[src/rtl/alu_issue_if.sv]
// Command/response handshake bundle between an issuer and alu_issue_ctrl.
interface alu_issue_if #(
   parameter int DATA_WIDTH = 32,
   parameter int OP_WIDTH   = 5,
   parameter int TAG_WIDTH  = 4
);
   logic                  cmd_valid;
   logic                  cmd_ready;
   logic [OP_WIDTH-1:0]   cmd_op;
   logic [DATA_WIDTH-1:0] cmd_a;
   logic [DATA_WIDTH-1:0] cmd_b;
   logic [TAG_WIDTH-1:0]  cmd_tag;
   logic                  rsp_valid;
   logic                  rsp_ready;
   logic [DATA_WIDTH-1:0] rsp_data;
   logic [3:0]            rsp_flags;
   logic [TAG_WIDTH-1:0]  rsp_tag;
   logic                  rsp_err;

   modport master (
      output cmd_valid, cmd_op, cmd_a, cmd_b, cmd_tag, rsp_ready,
      input  cmd_ready, rsp_valid, rsp_data, rsp_flags, rsp_tag, rsp_err
   );
   modport slave (
      input  cmd_valid, cmd_op, cmd_a, cmd_b, cmd_tag, rsp_ready,
      output cmd_ready, rsp_valid, rsp_data, rsp_flags, rsp_tag, rsp_err
   );
endinterface

[src/rtl/alu_issue_ctrl.sv]
// Single-command issue controller: latches a command, drives a registered ALU
// for one (integer) or two (FP) cycles, captures the result and holds a response.
module alu_issue_ctrl #(
   parameter int DATA_WIDTH = 32,
   parameter int OP_WIDTH   = 5,
   parameter int TAG_WIDTH  = 4
) (
   input  logic                  clk,
   input  logic                  rst,
   alu_issue_if.slave            bus,
   output logic [DATA_WIDTH-1:0] alu_operand_a,
   output logic [DATA_WIDTH-1:0] alu_operand_b,
   output logic [OP_WIDTH-1:0]   alu_op,
   output logic                  alu_en,
   input  logic [DATA_WIDTH-1:0] alu_result,
   input  logic [DATA_WIDTH-1:0] alu_fp_result,
   input  logic                  alu_zero,
   input  logic                  alu_overflow,
   input  logic                  alu_carry_out,
   input  logic                  alu_negative,
   input  logic                  alu_fp_overflow,
   output logic [15:0]           op_count
);
   typedef enum logic [2:0] {IDLE, EXEC, FP2, CAP, RESP} state_t;

   state_t                state_q, state_d;
   logic [OP_WIDTH-1:0]   op_q, op_d;
   logic [DATA_WIDTH-1:0] a_q, a_d, b_q, b_d;
   logic [TAG_WIDTH-1:0]  tag_q, tag_d;
   logic                  fp_q, fp_d;
   logic [DATA_WIDTH-1:0] rsp_data_q, rsp_data_d;
   logic [3:0]            rsp_flags_q, rsp_flags_d;
   logic                  rsp_err_q, rsp_err_d;
   logic [15:0]           cnt_q, cnt_d;

   // Opcode holes: 00101, 01010 and everything from 11000 up.
   function automatic logic op_legal(input logic [OP_WIDTH-1:0] op);
      return !(op == OP_WIDTH'(5) || op == OP_WIDTH'(10) || op > OP_WIDTH'(23));
   endfunction

   function automatic logic op_is_fp(input logic [OP_WIDTH-1:0] op);
      return (op >= OP_WIDTH'(20)) && (op <= OP_WIDTH'(23));
   endfunction

   always_comb begin
      state_d     = state_q;
      op_d        = op_q;
      a_d         = a_q;
      b_d         = b_q;
      tag_d       = tag_q;
      fp_d        = fp_q;
      rsp_data_d  = rsp_data_q;
      rsp_flags_d = rsp_flags_q;
      rsp_err_d   = rsp_err_q;
      cnt_d       = cnt_q;
      case (state_q)
         IDLE: if (bus.cmd_valid) begin
            op_d  = bus.cmd_op;
            a_d   = bus.cmd_a;
            b_d   = bus.cmd_b;
            tag_d = bus.cmd_tag;
            fp_d  = op_is_fp(bus.cmd_op);
            if (op_legal(bus.cmd_op)) begin
               state_d = EXEC;
            end else begin
               state_d     = RESP;
               rsp_err_d   = 1'b1;
               rsp_data_d  = '0;
               rsp_flags_d = '0;
            end
         end
         EXEC: state_d = fp_q ? FP2 : CAP;
         FP2:  state_d = CAP;
         CAP: begin
            rsp_data_d  = fp_q ? alu_fp_result : alu_result;
            rsp_flags_d = {alu_negative, alu_carry_out,
                           fp_q ? alu_fp_overflow : alu_overflow, alu_zero};
            rsp_err_d   = 1'b0;
            state_d     = RESP;
         end
         RESP: if (bus.rsp_ready) begin
            cnt_d   = cnt_q + 16'd1;
            state_d = IDLE;
         end
         default: state_d = IDLE;
      endcase
   end

   always_ff @(posedge clk) begin
      if (rst) begin
         state_q     <= IDLE;
         op_q        <= '0;
         a_q         <= '0;
         b_q         <= '0;
         tag_q       <= '0;
         fp_q        <= 1'b0;
         rsp_data_q  <= '0;
         rsp_flags_q <= '0;
         rsp_err_q   <= 1'b0;
         cnt_q       <= '0;
      end else begin
         state_q     <= state_d;
         op_q        <= op_d;
         a_q         <= a_d;
         b_q         <= b_d;
         tag_q       <= tag_d;
         fp_q        <= fp_d;
         rsp_data_q  <= rsp_data_d;
         rsp_flags_q <= rsp_flags_d;
         rsp_err_q   <= rsp_err_d;
         cnt_q       <= cnt_d;
      end
   end

   // Response handshake and a new accept can never share an edge: ready is IDLE-only.
   assign bus.cmd_ready = (state_q == IDLE) && !rst;
   assign bus.rsp_valid = (state_q == RESP);
   assign bus.rsp_data  = rsp_data_q;
   assign bus.rsp_flags = rsp_flags_q;
   assign bus.rsp_tag   = tag_q;
   assign bus.rsp_err   = rsp_err_q;
   assign alu_operand_a = a_q;
   assign alu_operand_b = b_q;
   assign alu_op        = op_q;
   assign alu_en        = (state_q == EXEC) || (state_q == FP2);
   assign op_count      = cnt_q;
endmodule

[src/flat_wrapper.sv]
// flat-port wrapper written by rule: the top's interface ports become plain ports
module alu_issue_ctrl_flat 
#(
   parameter int DATA_WIDTH = 32,
   parameter int OP_WIDTH   = 5,
   parameter int TAG_WIDTH  = 4
)
  (clk, rst, alu_operand_a, alu_operand_b, alu_op, alu_en, alu_result, alu_fp_result, alu_zero, alu_overflow, alu_carry_out, alu_negative, alu_fp_overflow, op_count, bus_cmd_valid, bus_cmd_op, bus_cmd_a, bus_cmd_b, bus_cmd_tag, bus_rsp_ready, bus_cmd_ready, bus_rsp_valid, bus_rsp_data, bus_rsp_flags, bus_rsp_tag, bus_rsp_err);
  alu_issue_if #(.DATA_WIDTH(DATA_WIDTH), .OP_WIDTH(OP_WIDTH), .TAG_WIDTH(TAG_WIDTH)) bus_i ();
  input  logic clk;
  input  logic rst;
  output logic [DATA_WIDTH-1:0] alu_operand_a;
  output logic [DATA_WIDTH-1:0] alu_operand_b;
  output logic [OP_WIDTH-1:0] alu_op;
  output logic alu_en;
  input  logic [DATA_WIDTH-1:0] alu_result;
  input  logic [DATA_WIDTH-1:0] alu_fp_result;
  input  logic alu_zero;
  input  logic alu_overflow;
  input  logic alu_carry_out;
  input  logic alu_negative;
  input  logic alu_fp_overflow;
  output logic [15:0] op_count;
  input wire logic [$bits(bus_i.cmd_valid)-1:0] bus_cmd_valid;
  input wire logic [$bits(bus_i.cmd_op)-1:0] bus_cmd_op;
  input wire logic [$bits(bus_i.cmd_a)-1:0] bus_cmd_a;
  input wire logic [$bits(bus_i.cmd_b)-1:0] bus_cmd_b;
  input wire logic [$bits(bus_i.cmd_tag)-1:0] bus_cmd_tag;
  input wire logic [$bits(bus_i.rsp_ready)-1:0] bus_rsp_ready;
  output wire logic [$bits(bus_i.cmd_ready)-1:0] bus_cmd_ready;
  output wire logic [$bits(bus_i.rsp_valid)-1:0] bus_rsp_valid;
  output wire logic [$bits(bus_i.rsp_data)-1:0] bus_rsp_data;
  output wire logic [$bits(bus_i.rsp_flags)-1:0] bus_rsp_flags;
  output wire logic [$bits(bus_i.rsp_tag)-1:0] bus_rsp_tag;
  output wire logic [$bits(bus_i.rsp_err)-1:0] bus_rsp_err;
  assign bus_i.cmd_valid = bus_cmd_valid;
  assign bus_i.cmd_op = bus_cmd_op;
  assign bus_i.cmd_a = bus_cmd_a;
  assign bus_i.cmd_b = bus_cmd_b;
  assign bus_i.cmd_tag = bus_cmd_tag;
  assign bus_i.rsp_ready = bus_rsp_ready;
  assign bus_cmd_ready = bus_i.cmd_ready;
  assign bus_rsp_valid = bus_i.rsp_valid;
  assign bus_rsp_data = bus_i.rsp_data;
  assign bus_rsp_flags = bus_i.rsp_flags;
  assign bus_rsp_tag = bus_i.rsp_tag;
  assign bus_rsp_err = bus_i.rsp_err;
  alu_issue_ctrl #(.DATA_WIDTH(DATA_WIDTH), .OP_WIDTH(OP_WIDTH), .TAG_WIDTH(TAG_WIDTH)) u_core (.clk(clk), .rst(rst), .bus(bus_i), .alu_operand_a(alu_operand_a), .alu_operand_b(alu_operand_b), .alu_op(alu_op), .alu_en(alu_en), .alu_result(alu_result), .alu_fp_result(alu_fp_result), .alu_zero(alu_zero), .alu_overflow(alu_overflow), .alu_carry_out(alu_carry_out), .alu_negative(alu_negative), .alu_fp_overflow(alu_fp_overflow), .op_count(op_count));
endmodule
[config.mk]
export PLATFORM = sky130hd
export DESIGN_NAME = alu_issue_ctrl_flat
export DESIGN_NICKNAME = d
export VERILOG_FILES = /design/src/rtl/alu_issue_if.sv /design/src/rtl/alu_issue_ctrl.sv /design/src/flat_wrapper.sv
export SDC_FILE = /design/constraint.sdc
export NUM_CORES = 1
export LEC_CHECK = 0
export CORE_MARGIN = 2
export CORE_UTILIZATION = 41
export DETAILED_ROUTE_END_ITERATION = 12
export GPL_TIMING_DRIVEN = 0
export PLACE_DENSITY_LB_ADDON = 0.2
export SLEW_MARGIN = 20
export SYNTH_ARGS = -nofsm -noshare
export SYNTH_HDL_FRONTEND = slang
export SYNTH_SLANG_ARGS = --single-unit
[constraint.sdc]
create_clock -name clk -period 2.6 [get_ports clk]
set_clock_uncertainty 0.1 [all_clocks]
set_input_delay 0.26 -clock clk [delete_from_list [all_inputs] [get_ports clk]]
set_output_delay 0.26 -clock clk [all_outputs]
set_load 0.01 [all_outputs]
==> metrics.txt, run 1 <==
# TYPE chip_impl_metric gauge
chip_impl_info{name="status",value="finished clean"} 1
chip_impl_metric{name="core_area",unit="um2"} 13300
chip_impl_metric{name="num_io_pins",unit=""} 275
chip_impl_metric{name="floorplan_die_width",unit="um"} 121
chip_impl_metric{name="crit_share_post_route",unit=""} 0.886
chip_impl_metric{name="slew_headroom",unit=""} 0.499
chip_impl_info{name="startpoint_type",value="flop"} 1
chip_impl_metric{name="finish.cell_count_without_fillers",unit=""} 1194
chip_impl_info{name="type_of_the_worst_setup_path",value="flop to flop"} 1
chip_impl_metric{name="detailroute.via_count",unit=""} 5935
chip_impl_metric{name="hold_violations",unit=""} 0
chip_impl_metric{name="power.net_switching",unit="mW"} 1.58
chip_impl_metric{name="clk_transition_reported_paths",unit="ns"} 0.06
chip_impl_metric{name="timing.setup.tns",unit="ns"} 0
chip_impl_metric{name="insertedDiodeCount",unit=""} 0
chip_impl_info{name="global_route.peak_usage_layer",value="met2"} 1
chip_impl_metric{name="fp.dieArea",unit="um2"} 14700
chip_impl_metric{name="insertion_delay",unit="ns"} 0.42
chip_impl_metric{name="post_cts_buffers",unit=""} 0
chip_impl_info{name="whs_endpoint",value="u_core.alu_operand_b[28]"} 1
chip_impl_metric{name="critPathRequiredTime",unit="ns"} 2.84
chip_impl_metric{name="firstDrtPassIters",unit=""} 5
chip_impl_metric{name="floorplan.initialDensity",unit=""} 0.422
chip_impl_metric{name="report.final.slew_viol_count",unit=""} 0
chip_impl_metric{name="grtUsageMet1",unit=""} 0.266
chip_impl_metric{name="synth_cell_type_count",unit=""} 40
chip_impl_metric{name="place.detailed.hpwl",unit="um"} 13300
chip_impl_metric{name="synth_area",unit="um2"} 5630
chip_impl_metric{name="report.final.setup_viol",unit=""} 0
chip_impl_metric{name="globalplace.congestion",unit=""} 0.833
chip_impl_metric{name="wire_length_of_the_first_global_routing_pass",unit="um"} 28000
chip_impl_metric{name="antenna_violating_nets_post_route",unit=""} 0
chip_impl_info{name="tritoncts",value="built"} 1
chip_impl_metric{name="row_count",unit=""} 42
chip_impl_metric{name="crit_path_max_fanout",unit=""} 10
chip_impl_metric{name="ffs_latches_synth",unit=""} 130
chip_impl_metric{name="port-buffer-count",unit=""} 273
chip_impl_metric{name="reg2reg_slack",unit="ns"} 0.30
chip_impl_metric{name="total_routing_usage_reported_by_global_routing",unit=""} 0.243
chip_impl_metric{name="yosysWarnings",unit=""} 0
chip_impl_metric{name="placedCellCount",unit=""} 1163
chip_impl_info{name="rsz0062_at_grt",value="no"} 1
chip_impl_metric{name="htreeDepth",unit=""} 4
chip_impl_metric{name="fin_nets",unit=""} 1153
chip_impl_metric{name="first_iter_violations",unit=""} 192
chip_impl_metric{name="ys_seq_area_frac",unit=""} 0.462
chip_impl_metric{name="worst-endpoint-arrival",unit="ns"} 2.54
chip_impl_metric{name="period_minus_slack",unit="ns"} 2.30
chip_impl_metric{name="area_delta_synth_final",unit="%"} 63.2
chip_impl_metric{name="share_of_power_burned_in_registers",unit=""} 0.374
chip_impl_metric{name="drc",unit=""} 0
chip_impl_metric{name="p_leak",unit="nW"} 3.37
chip_impl_metric{name="grt_start_max_net_pins",unit=""} 17
chip_impl_metric{name="max-vdd-ir-drop",unit="mV"} 0.462
chip_impl_metric{name="floorplan.die.height",unit="um"} 121
chip_impl_metric{name="clock.fmax",unit="MHz"} 434
chip_impl_metric{name="max_cap_viol_count",unit=""} 0
chip_impl_metric{name="vias_in_the_first_global_route",unit=""} 5670
chip_impl_metric{name="synth_edf_count",unit=""} 0
chip_impl_info{name="hold_path_startpoint",value="bus_cmd_b[28]"} 1
chip_impl_metric{name="total_power",unit="mW"} 5.97
chip_impl_metric{name="synthesis.area_per_instance",unit="um2"} 7.88
chip_impl_metric{name="met3_track_utilization_from_global_routing",unit=""} 0.0879
chip_impl_metric{name="ffs_w_async_s_r_synth",unit=""} 0
chip_impl_info{name="r2r_start",value="u_core.state_q[2]"} 1
chip_impl_metric{name="synth.net_count",unit=""} 861
chip_impl_metric{name="postCtsHoldBufs",unit=""} 0
chip_impl_metric{name="min_delay_path_depth",unit=""} 3
chip_impl_metric{name="power_switching_share",unit=""} 0.264
chip_impl_metric{name="max_slew.worst_pin.slew",unit="ns"} 0.745
chip_impl_metric{name="worstRegToRegCells",unit=""} 6
chip_impl_metric{name="power.share.clock",unit=""} 0.410
chip_impl_metric{name="cts_resized",unit=""} 0
chip_impl_metric{name="placement.cell_area",unit="um2"} 8580
chip_impl_info{name="primary_ff_master_synth",value="sky130_fd_sc_hd__dfxtp_1"} 1
chip_impl_metric{name="cell_count_after_synthesis",unit=""} 714
chip_impl_metric{name="cts_buffer_depth",unit=""} 2
chip_impl_metric{name="gr-usage-met2",unit=""} 0.426
chip_impl_metric{name="antenna_found_initial",unit=""} 0
chip_impl_metric{name="p_int",unit="mW"} 4.39
chip_impl_metric{name="detailed_route_vias_per_instance",unit=""} 4.97
chip_impl_metric{name="p_per_area",unit="nW/um2"} 650
chip_impl_metric{name="power.share.combinational",unit=""} 0.216
chip_impl_metric{name="tritoncts.num_buffers",unit=""} 17
chip_impl_metric{name="layout_cell_share_with_drive_strength_beyond_1",unit=""} 0.0452
chip_impl_metric{name="finish.instance_area",unit="um2"} 9190
chip_impl_info{name="hold_path.class",value="primary input to flop"} 1
chip_impl_metric{name="routedWlPerCell",unit="um"} 15.0
chip_impl_info{name="clock_tree.root_cell",value="sky130_fd_sc_hd__clkbuf_16"} 1
chip_impl_info{name="end_kind",value="flop"} 1
chip_impl_metric{name="clock_sinks",unit=""} 130
chip_impl_metric{name="postRouteWirelength",unit="um"} 17900
chip_impl_info{name="worst_r2r_endpoint",value="u_core.alu_operand_a[9]"} 1
chip_impl_metric{name="grt-ovfl-total",unit=""} 0
==> area by class of cell <==
cell class | instances | area, um2
inverter | 3 | 11.3
sequential | 130 | 2600
timing repair buffer | 273 | 2730
buffer | 60 | 244
clock buffer | 21 | 470
tap | 176 | 220
fill | 1153 | 4160
clock inverter | 10 | 133
multi-input combinational | 521 | 2770
==> power by group through the flow <==
stage / Clock, mW / Combinational [mW] / Sequential, mW
2_1_floorplan: 0 / 0.504 / 2.35
3_3_place_gp: 0 / 1.29 / 2.27
3_5_place_dp: 0 / 1.29 / 2.27
4_1_cts: 2.48 / 1.30 / 2.23
5_1_grt: 2.56 / 1.41 / 2.25
6_report: 2.44 / 1.29 / 2.23
==> cell usage after synthesis, drive strengths merged, types with 4 or more instances <==
cell      n  area share
a21oi   115        0.10
buf      16       0.014
clkbuf   44       0.029
dfxtp   130        0.46
mux2i    33       0.059
nand2   189        0.13
nand3     8      0.0071
nand4    41       0.046
nor2     13      0.0087
nor2b    39       0.043
nor3     36       0.032
o21ai     5      0.0044
or3       4      0.0044
xnor2     5      0.0078
xor2      4      0.0062
==> stage by stage <==
step	hold WS [ns]	util	setup WS, ns
after global routing	0.288	0.688	0.0721
after floorplan	0.296	-	0.756
final	0.285	0.688	0.296
after CTS	0.270	0.688	0.246
after global placement	0.341	0.643	0.0842
after detailed placement	0.346	0.643	0.0421
==> routing by layer <==
metal	vias up	share of wire	wire length, um
li1	3019	-	-
met1	2638	0.39	6960
met2	248	0.49	8780
met3	30	0.10	1800
met4	0	0.022	399
met5	-	0	0
==> worst max-delay path by stage <==
stage | start | to | slack [ns]
floorplan | u_core.state_q[1] | u_core.op_count[14] | 0.76
global placement | bus_cmd_valid | u_core.alu_operand_b[12] | 0.08
detailed placement | bus_cmd_valid | u_core.alu_operand_b[11] | 0.04
CTS | u_core.state_q[2] | u_core.alu_operand_a[9] | 0.25
global route | u_core.state_q[2] | u_core.alu_op[3] | 0.07
finish | u_core.state_q[2] | u_core.alu_operand_a[9] | 0.30
==> registers in the layout, indices dropped and copies added, names as in the netlist <==
register and flops:
u_core.bus.rsp_tag 4, u_core.fp_q 1, u_core.bus.rsp_data 32, u_core.bus.rsp_flags 4
u_core.alu_operand_b 32, u_core.op_count 16, u_core.bus.rsp_err 1, u_core.alu_operand_a 32
u_core.alu_op 5, u_core.state_q 3
==> cells by family (layout without fill, tap and decap cells) <==
kind of cell / count (synthesis) / count (layout) / share of synthesized area
AO/OA/AOI/OAI: 128 / 128 / 0.119
flip-flops: 130 / 130 / 0.462
adder cells (fa/ha/maj): 1 / 1 / 0.00222
AND/OR/NAND/NOR: 349 / 349 / 0.297
XOR/XNOR: 9 / 9 / 0.0140
buffers and inverters: 63 / 367 / 0.0453
multiplexers: 34 / 34 / 0.0607
==> cell usage in the layout (no fill, tap or decap), drive strengths merged, types with 2 or more instances in the layout <==
| cell type | netlist | final |
|---|---|---|
| a21oi | 115 | 115 |
| a32oi | 3 | 3 |
| and2 | 3 | 3 |
| buf | 16 | 16 |
| bufinv | 0 | 3 |
| clkbuf | 44 | 65 |
| clkdlybuf4s50 | 0 | 273 |
| clkinv | 0 | 4 |
| clkinvlp | 0 | 3 |
| dfxtp | 130 | 130 |
| inv | 3 | 3 |
| mux2i | 33 | 33 |
| nand2 | 189 | 189 |
| nand2b | 2 | 2 |
| nand3 | 8 | 8 |
| nand3b | 2 | 2 |
| nand4 | 41 | 41 |
| nor2 | 13 | 13 |
| nor2b | 39 | 39 |
| nor3 | 36 | 36 |
| nor4 | 2 | 2 |
| o21ai | 5 | 5 |
| or3 | 4 | 4 |
| xnor2 | 5 | 5 |
| xor2 | 4 | 4 |
==> worst max-delay path, stage by stage, from the launching register on <==
cell and delay, ns:
sky130_fd_sc_hd__dfxtp_1 0.29, sky130_fd_sc_hd__buf_2 0.17, sky130_fd_sc_hd__nor4b_1 0.63, sky130_fd_sc_hd__clkbuf_1 0.47
sky130_fd_sc_hd__buf_2 0.31, sky130_fd_sc_hd__nand2_1 0.09, sky130_fd_sc_hd__a21oi_1 0.15
Note: power is estimated with default switching activity, not from simulation.
==> run 2: changes to the inputs <==
--- a/config.mk
+++ b/config.mk
@@ -5,6 +5,7 @@
 export SDC_FILE = /design/constraint.sdc
 export NUM_CORES = 1
 export LEC_CHECK = 0
+export CORE_ASPECT_RATIO = 2
 export CORE_MARGIN = 2
 export CORE_UTILIZATION = 41
 export DETAILED_ROUTE_END_ITERATION = 12
==> metrics.txt, run 2 (same netlist as run 1, synthesis figures left out) <==
# TYPE chip_impl_metric gauge
chip_impl_metric{name="critPathRequiredTime",unit="ns"} 2.82
chip_impl_metric{name="first_iter_violations",unit=""} 163
chip_impl_metric{name="tritoncts.num_buffers",unit=""} 17
chip_impl_info{name="end_kind",value="flop"} 1
chip_impl_metric{name="htreeDepth",unit=""} 4
chip_impl_metric{name="worst-endpoint-arrival",unit="ns"} 2.44
chip_impl_metric{name="period_minus_slack",unit="ns"} 2.22
chip_impl_metric{name="preCtsSetupSlack",unit="ns"} 0.120
chip_impl_metric{name="area_delta_synth_final",unit="%"} 62.8
chip_impl_metric{name="routedWlPerCell",unit="um"} 15.6
chip_impl_metric{name="grtUsageMet1",unit=""} 0.226
chip_impl_metric{name="vias_in_the_first_global_route",unit=""} 5945
chip_impl_info{name="global_route.peak_usage_layer",value="met2"} 1
chip_impl_info{name="layout.cells.most_common_list",value="sky130_fd_sc_hd__clkdlybuf4s50_1 (273), sky130_fd_sc_hd__nand2_1 (189), sky130_fd_sc_hd__dfxtp_1 (130)"} 1
chip_impl_metric{name="firstDrtPassIters",unit=""} 4
chip_impl_metric{name="report.final.setup_viol",unit=""} 0
chip_impl_metric{name="max_cap_viol_count",unit=""} 0
chip_impl_metric{name="floorplan_die_width",unit="um"} 86.9
chip_impl_metric{name="hold_violations",unit=""} 0
chip_impl_info{name="startpoint_type",value="flop"} 1
chip_impl_metric{name="p_per_area",unit="nW/um2"} 653
chip_impl_metric{name="gr-usage-met2",unit=""} 0.484
chip_impl_metric{name="postRouteWirelength",unit="um"} 18300
chip_impl_metric{name="final.setup.worst_slack",unit="ns"} 0.383
chip_impl_metric{name="reg2reg_slack",unit="ns"} 0.38
chip_impl_metric{name="port-buffer-count",unit=""} 273
chip_impl_metric{name="postCtsHoldBufs",unit=""} 0
chip_impl_metric{name="floorplan.initialDensity",unit=""} 0.419
chip_impl_metric{name="crit_path_max_fanout",unit=""} 10
chip_impl_metric{name="antenna_found_initial",unit=""} 0
chip_impl_info{name="type_of_the_worst_setup_path",value="flop to flop"} 1
chip_impl_metric{name="floorplan.die.height",unit="um"} 170
chip_impl_metric{name="grt_start_max_net_pins",unit=""} 17
chip_impl_metric{name="report.final.slew_viol_count",unit=""} 0
chip_impl_metric{name="clk_transition_reported_paths",unit="ns"} 0.06
chip_impl_metric{name="cts_resized",unit=""} 0
chip_impl_metric{name="place.detailed.hpwl",unit="um"} 14300
chip_impl_info{name="status",value="finished clean"} 1
chip_impl_metric{name="clock.fmax",unit="MHz"} 451
chip_impl_metric{name="insertedDiodeCount",unit=""} 0
chip_impl_metric{name="row_count",unit=""} 60
chip_impl_info{name="layout_commonest_cell",value="sky130_fd_sc_hd__clkdlybuf4s50_1"} 1
chip_impl_metric{name="detailroute.via_count",unit=""} 6041
chip_impl_metric{name="crit_share_post_route",unit=""} 0.853
chip_impl_metric{name="fp.dieArea",unit="um2"} 14700
chip_impl_metric{name="slew_headroom",unit=""} 0.484
chip_impl_metric{name="final_core_util",unit=""} 0.682
chip_impl_metric{name="globalplace.congestion",unit=""} 0.836
chip_impl_metric{name="drc",unit=""} 0
chip_impl_metric{name="antenna_violating_nets_post_route",unit=""} 0
chip_impl_metric{name="post_cts_buffers",unit=""} 0
chip_impl_info{name="rsz0062_at_grt",value="no"} 1
chip_impl_metric{name="core_area",unit="um2"} 13400
chip_impl_metric{name="p_leak",unit="nW"} 3.37
chip_impl_metric{name="total_power",unit="mW"} 5.99
chip_impl_metric{name="num_io_pins",unit=""} 275
chip_impl_metric{name="total_routing_usage_reported_by_global_routing",unit=""} 0.244
chip_impl_metric{name="fin_nets",unit=""} 1153
chip_impl_metric{name="max-vdd-ir-drop",unit="mV"} 0.464
chip_impl_info{name="hold_path.class",value="primary input to flop"} 1
chip_impl_metric{name="max_slew.worst_pin.slew",unit="ns"} 0.774
chip_impl_metric{name="clock_sinks",unit=""} 130
chip_impl_metric{name="detailed_route_vias_per_instance",unit=""} 5.15
chip_impl_metric{name="met3_track_utilization_from_global_routing",unit=""} 0.0666
chip_impl_metric{name="grt-ovfl-total",unit=""} 0
chip_impl_metric{name="cts_buffer_depth",unit=""} 2
chip_impl_metric{name="timing.setup.tns",unit="ns"} 0
chip_impl_metric{name="layout_cell_share_with_drive_strength_beyond_1",unit=""} 0.0462
chip_impl_metric{name="wire_length_of_the_first_global_routing_pass",unit="um"} 28700
chip_impl_metric{name="insertion_delay",unit="ns"} 0.41
chip_impl_metric{name="finalHoldWorstSlack",unit="ns"} 0.287
chip_impl_info{name="tritoncts",value="built"} 1
chip_impl_info{name="clock_tree.root_cell",value="sky130_fd_sc_hd__clkbuf_16"} 1
## run 2: worst paths after layout
path                                start                  endpoint  cells past startpoint
setup reg to reg        u_core.state_q[2]  u_core.alu_operand_b[29]                      6
setup / recovery        u_core.state_q[2]  u_core.alu_operand_b[29]                      6
hold reg to reg   u_core.alu_operand_a[5]   u_core.alu_operand_a[5]                      2
hold / removal                        rst       u_core.op_count[15]                      3
## run 2: cell type report
type | count | area (um2)
Multi-Input combinational cell | 521 | 2770
Sequential cell | 130 | 2600
Inverter | 3 | 11.3
Timing Repair Buffer | 273 | 2730
Fill cell | 1128 | 4280
Tap cell | 155 | 194
Clock inverter | 14 | 181
Clock buffer | 17 | 425
Buffer | 60 | 244
## run 2: through the flow
| step | cells | area, um2 |
|---|---|---|
| finish | 1173 | 9160 |
| global route | 1173 | 9160 |
| CTS | 1173 | 9160 |
| detailed placement | 1142 | 8560 |
| global placement | 1142 | 8560 |
| floorplan | 714 | 5630 |
## run 2: routing by layer
metal	share of wire	up-vias
li1	-	3020
met1	0.35	2756
met2	0.56	237
met3	0.072	28
met4	0.023	0
met5	0	-
## run 2: critical path, cell delays in order (launching register included)
cell and delay [ns]:
sky130_fd_sc_hd__dfxtp_1 0.30, sky130_fd_sc_hd__buf_2 0.17, sky130_fd_sc_hd__nor4b_1 0.56, sky130_fd_sc_hd__clkbuf_1 0.43, sky130_fd_sc_hd__buf_2 0.33, sky130_fd_sc_hd__nand2_1 0.09, sky130_fd_sc_hd__a21oi_1 0.16
## run 2: power breakdown
| part | switching [mW] | leakage, nW | internal [mW] |
|---|---|---|---|
| registers | 0.0775 | 1.06 | 2.16 |
| clock network | 0.935 | 0.294 | 1.52 |
| logic | 0.632 | 2.02 | 0.662 |
| total | 1.64 | 3.37 | 4.34 |
